`config.mk`:
```
export PLATFORM = sky130hd
export DESIGN_NAME = psum_accumulator
export DESIGN_NICKNAME = d
export VERILOG_FILES = /design/src/rtl/psum_accumulator.sv
export SDC_FILE = /design/constraint.sdc
export NUM_CORES = 1
export LEC_CHECK = 0
export ABC_CLOCK_PERIOD_IN_PS = 6000
export BUFFER_PORTS_ARGS = -buffer_cell sky130_fd_sc_hd__buf_2
export CAP_MARGIN = 15
export CELL_PAD_IN_SITES_DETAIL_PLACEMENT = 1
export CELL_PAD_IN_SITES_GLOBAL_PLACEMENT = 2
export CORE_ASPECT_RATIO = 1.1
export CORE_MARGIN = 1
export CORE_UTILIZATION = 31
export CTS_CLUSTER_DIAMETER = 30
export DETAILED_ROUTE_END_ITERATION = 16
export GPL_TIMING_DRIVEN = 0
export PLACE_DENSITY_LB_ADDON = 0.1
export SLEW_MARGIN = 30
export SYNTH_ARGS = -nofsm -noshare
export SYNTH_HDL_FRONTEND = slang
export SYNTH_SLANG_ARGS = --single-unit
```
`constraint.sdc`:
```
create_clock -name clk -period 6 [get_ports clk]
set_clock_uncertainty 0.15 [all_clocks]
set_input_delay 0.6 -clock clk [delete_from_list [all_inputs] [get_ports clk]]
set_output_delay 0.6 -clock clk [all_outputs]
set_load 0.1 [all_outputs]
```
`src/rtl/psum_accumulator.sv`:
```
`default_nettype none
// ============================================================================
// psum_accumulator : adds cfg_len unsigned products onto a seeded partial sum
// Revision 1.0
// ============================================================================
module psum_accumulator #(
   parameter int PRODUCT_WIDTH = 8,
   parameter int PSUM_WIDTH    = 12,
   parameter int LEN_WIDTH     = 4
) (
   input  logic                     clk,
   input  logic                     rst_n,
   input  logic                     clear,
   input  logic [LEN_WIDTH-1:0]     cfg_len,
   input  logic                     psum_in_valid,
   input  logic [PSUM_WIDTH-1:0]    psum_in,
   output logic                     psum_in_ready,
   input  logic                     product_valid,
   input  logic [PRODUCT_WIDTH-1:0] product_in,
   output logic                     product_ready,
   output logic                     psum_out_valid,
   output logic [PSUM_WIDTH-1:0]    psum_out,
   input  logic                     psum_out_ready,
   output logic                     overflow,
   output logic                     busy
);

   typedef enum logic [1:0] {
      S_IDLE = 2'd0,
      S_ACC  = 2'd1,
      S_OUT  = 2'd2
   } state_t;

   state_t                  state_q;
   logic [PSUM_WIDTH-1:0]   acc_q;
   logic [LEN_WIDTH-1:0]    rem_q;
   logic                    ovf_q;
   logic [PSUM_WIDTH:0]     sum_d;

   // One extra bit captures the carry out of the accumulator MSB.
   assign sum_d = {1'b0, acc_q} +
                  {{(PSUM_WIDTH + 1 - PRODUCT_WIDTH){1'b0}}, product_in};

   always_ff @(posedge clk or negedge rst_n) begin
      if (!rst_n) begin
         state_q <= S_IDLE;
         acc_q   <= '0;
         rem_q   <= '0;
         ovf_q   <= 1'b0;
      end else if (clear) begin
         state_q <= S_IDLE;
         acc_q   <= '0;
         rem_q   <= '0;
         ovf_q   <= 1'b0;
      end else begin
         case (state_q)
            S_IDLE: begin
               if (psum_in_valid) begin
                  acc_q   <= psum_in;
                  rem_q   <= cfg_len;
                  ovf_q   <= 1'b0;
                  state_q <= (cfg_len != '0) ? S_ACC : S_OUT;
               end
            end
            S_ACC: begin
               if (product_valid) begin
                  acc_q <= sum_d[PSUM_WIDTH-1:0];
                  rem_q <= rem_q - 1'b1;
                  if (sum_d[PSUM_WIDTH]) ovf_q <= 1'b1;
                  if (rem_q == LEN_WIDTH'(1)) state_q <= S_OUT;
               end
            end
            S_OUT: begin
               if (psum_out_ready) state_q <= S_IDLE;
            end
            default: state_q <= S_IDLE;
         endcase
      end
   end

   // Handshake outputs are pure state decodes, so no input reaches an output.
   assign psum_in_ready  = (state_q == S_IDLE);
   assign product_ready  = (state_q == S_ACC);
   assign psum_out_valid = (state_q == S_OUT);
   assign psum_out       = acc_q;
   assign overflow       = ovf_q;
   assign busy           = (state_q != S_IDLE);

endmodule
`default_nettype wire

```
==> results.md <==
- CTS tree: built
- Status: complete, no violations
- Max cap viols: 0
- Hold Slack: 0.149 ns
- HPWL Detailed: 3.80 mm
- Post-synth ARST share: 100%
- Crit-path max FO: 4
- Die area: 5170 um2
- Slew headroom: 62.2%
- Reg clk slew, reported paths: 0.09 ns
- Fin crit period: 2.50 ns
- EDFF count, synth: 0
- DRC viols: 0
- Row count: 26
- Number of global-route vias before repair: 1591
- ANT nets after route: 0
- Area post-placement: 1820 um2
- Synth Register Bits: 19
- Register area share after synthesis: 31.4%
- P per Cell Area: 542 nW/um2
- Worst VDD drop: 0.233 mV
- Cell at the root of the clock tree: clkbuf_8
- Worst Hold Class: primary input to asynchronous set/reset pin
- Die width: 68.7 um
- CTS Buf Count: 3
- Crit path kind: primary input to register
- Netlist cell types: 45
- DRT Pass-1 Iters: 4
- Final Cycle Share: 41.7%
- Critical Path End Type: register
- Largest net degree at the start of global routing: 20
- Antenna cells: 0
- H-Tree Depth: 1
- NumNets Final: 270
- Setup slack after layout: 3.50 ns
- # resized after CTS: 0
- Gr usage total: 20.1%
- Global-route wire length before repair: 7.68 mm
- Final Max Slew Viols: 0
- Total wire length: 4.85 mm
- CP Launch Type: primary input
- Initial antenna violation count: 0
- Syn Inst Count: 178
- Gp weighted congestion: 0.791
- Fill count: 603
- IO buf count: 46
- Setup TNS: 0 ns
- Final setup vio count: 0
- Synth top area cells: dfrtp_1, ha_1, o21ai_0
- Fraction of layout cells with a size suffix above 1: 25.0%
- Total number of vias: 1525
- Total setup buffers inserted after CTS: 0
- Primary FF master, synth: dfrtp_1
- Most frequent cells in the layout: buf_2, dfrtp_1, nor2_1, o21ai_0, nand2_1
- YS warnings: 0
- Sink Count: 19
- Fin. Hold Viols: 0
- Avg WL per Cell: 17.1 um
- Crit path cell chain: buf_2 -> ha_1 -> inv_1 -> fa_1 -> nor2b_1 -> o211ai_1 -> a32oi_1 -> nand4_1 -> a22oi_1
- Worst path required time: 6.04 ns
- Top cell type's share of synthesized area: 31.4%
- Hold-fix buffers, CTS: 0
- Post-synth top area cell: dfrtp_1
- Commonest non-fill, non-tap cell in the layout: buf_2
- Actual slew at the worst max-slew pin: 0.567 ns
- Grt ovf: 0
- Core area: 4680 um2
- Clock Latency Late Sink: 0.26 ns
- Top Ports: 47
- Starting Density: 32.3%
- Cell area after synthesis: 1520 um2
- CTS Buffer Depth: 2
- Post-synthesis net count: 219
- Final Power: 1.01 mW
- Mean Syn Cell Area: 8.51 um2
- CP Data Arrival Time: 2.54 ns
- Unrepaired setup endpoints after global routing: no
- Fin area: 1860 um2
- CP max stage delay: 0.45 ns
- Drt initial violations: 61
- Synthesis-to-layout area growth: 22.8%
- Fmax: 400 MHz
- Vias per cell: 5.37
- Post-Place Setup Slack: 3.22 ns
- Slowest cell on the critical path: a32oi_1
- Chip height: 75.3 um
- Leak Pwr: 0.885 nW
==> routing by layer <==
metal / GRT usage, % / up-vias / share of wire [%]
met1: 25.6 / 735 / 46
li1: - / 760 / -
met4: 4.40 / 0 / 0.56
met5: 0 / - / 0
met2: 36.1 / 28 / 51
met3: 2.40 / 2 / 2.8
==> worst paths after layout <==
path	from	end	slack, ns	depth (start not counted)
worst min-delay path	rst_n	psum_out[0]	0.15	1
max in group asynchronous	rst_n	psum_out[8]	5.21	1
worst min register to register	overflow	overflow	0.38	2
min in group clk	overflow	overflow	0.38	2
worst max-delay path	product_in[0]	psum_out[10]	3.50	9
worst max register to register	psum_out[0]	psum_out[10]	3.50	8
==> kinds of logic after synthesis <==
group | Yosys count | share of synthesized area, %
mux | 3 | 2.06
flops | 19 | 31.4
fa+ha+maj | 11 | 9.58
simple gates | 61 | 21.9
buf+inv | 18 | 6.28
compound gates | 63 | 27.1
xor+xnor | 3 | 1.73
==> cells in the mapped netlist (all sizes together) (3+ instances only) <==
cell    number
a211oi       8
a21oi       12
a22oi        8
a31oi        4
clkbuf       7
dfrtp       19
ha          10
inv          8
nand2       13
nand2b       3
nand3        3
nand3b       4
nor2        19
nor2b        4
nor3         3
o211ai       3
o21a         3
o21ai       14
or3          3
==> power by group <==
part / total (mW) / internal (mW) / switching, mW / leakage (nW)
Sequential: 0.208 / 0.168 / 0.0397 / 0.253
Combinational: 0.706 / 0.177 / 0.529 / 0.609
Clock: 0.0960 / 0.0473 / 0.0486 / 0.0228
Total: 1.01 / 0.392 / 0.617 / 0.885
==> worst max-delay path, delay by kind of cell <==
kind	cells	cell delay, ns
AOI/OAI and AO/OA	3	0.83
adders and majority gates	2	0.57
and+or+nand+nor	2	0.39
buffers and inverters	2	0.15
==> final cells by class <==
cell class	instances	area (um2)	share of cell area, %
Clock buffer	4	45.0	2.42
Tap cell	56	70.1	3.77
Sequential cell	19	475	25.6
Multi-Input combinational cell	141	945	50.8
Buffer	9	48.8	2.62
Timing Repair Buffer	46	230	12.4
Inverter	9	46.3	2.49
==> state kept, by name, summed over array words and instances (netlist names) <==
name and count:
state_q 2, rem_q 4, overflow 1, psum_out 12
==> metrics by stage <==
step                util [%]  std cells
CTS                     39.7        284
global route            39.7        284
global placement        38.8        280
detailed placement      38.8        280
floorplan                  -        178
finish                  39.7        284
Power figures use the tool's default switching activity.
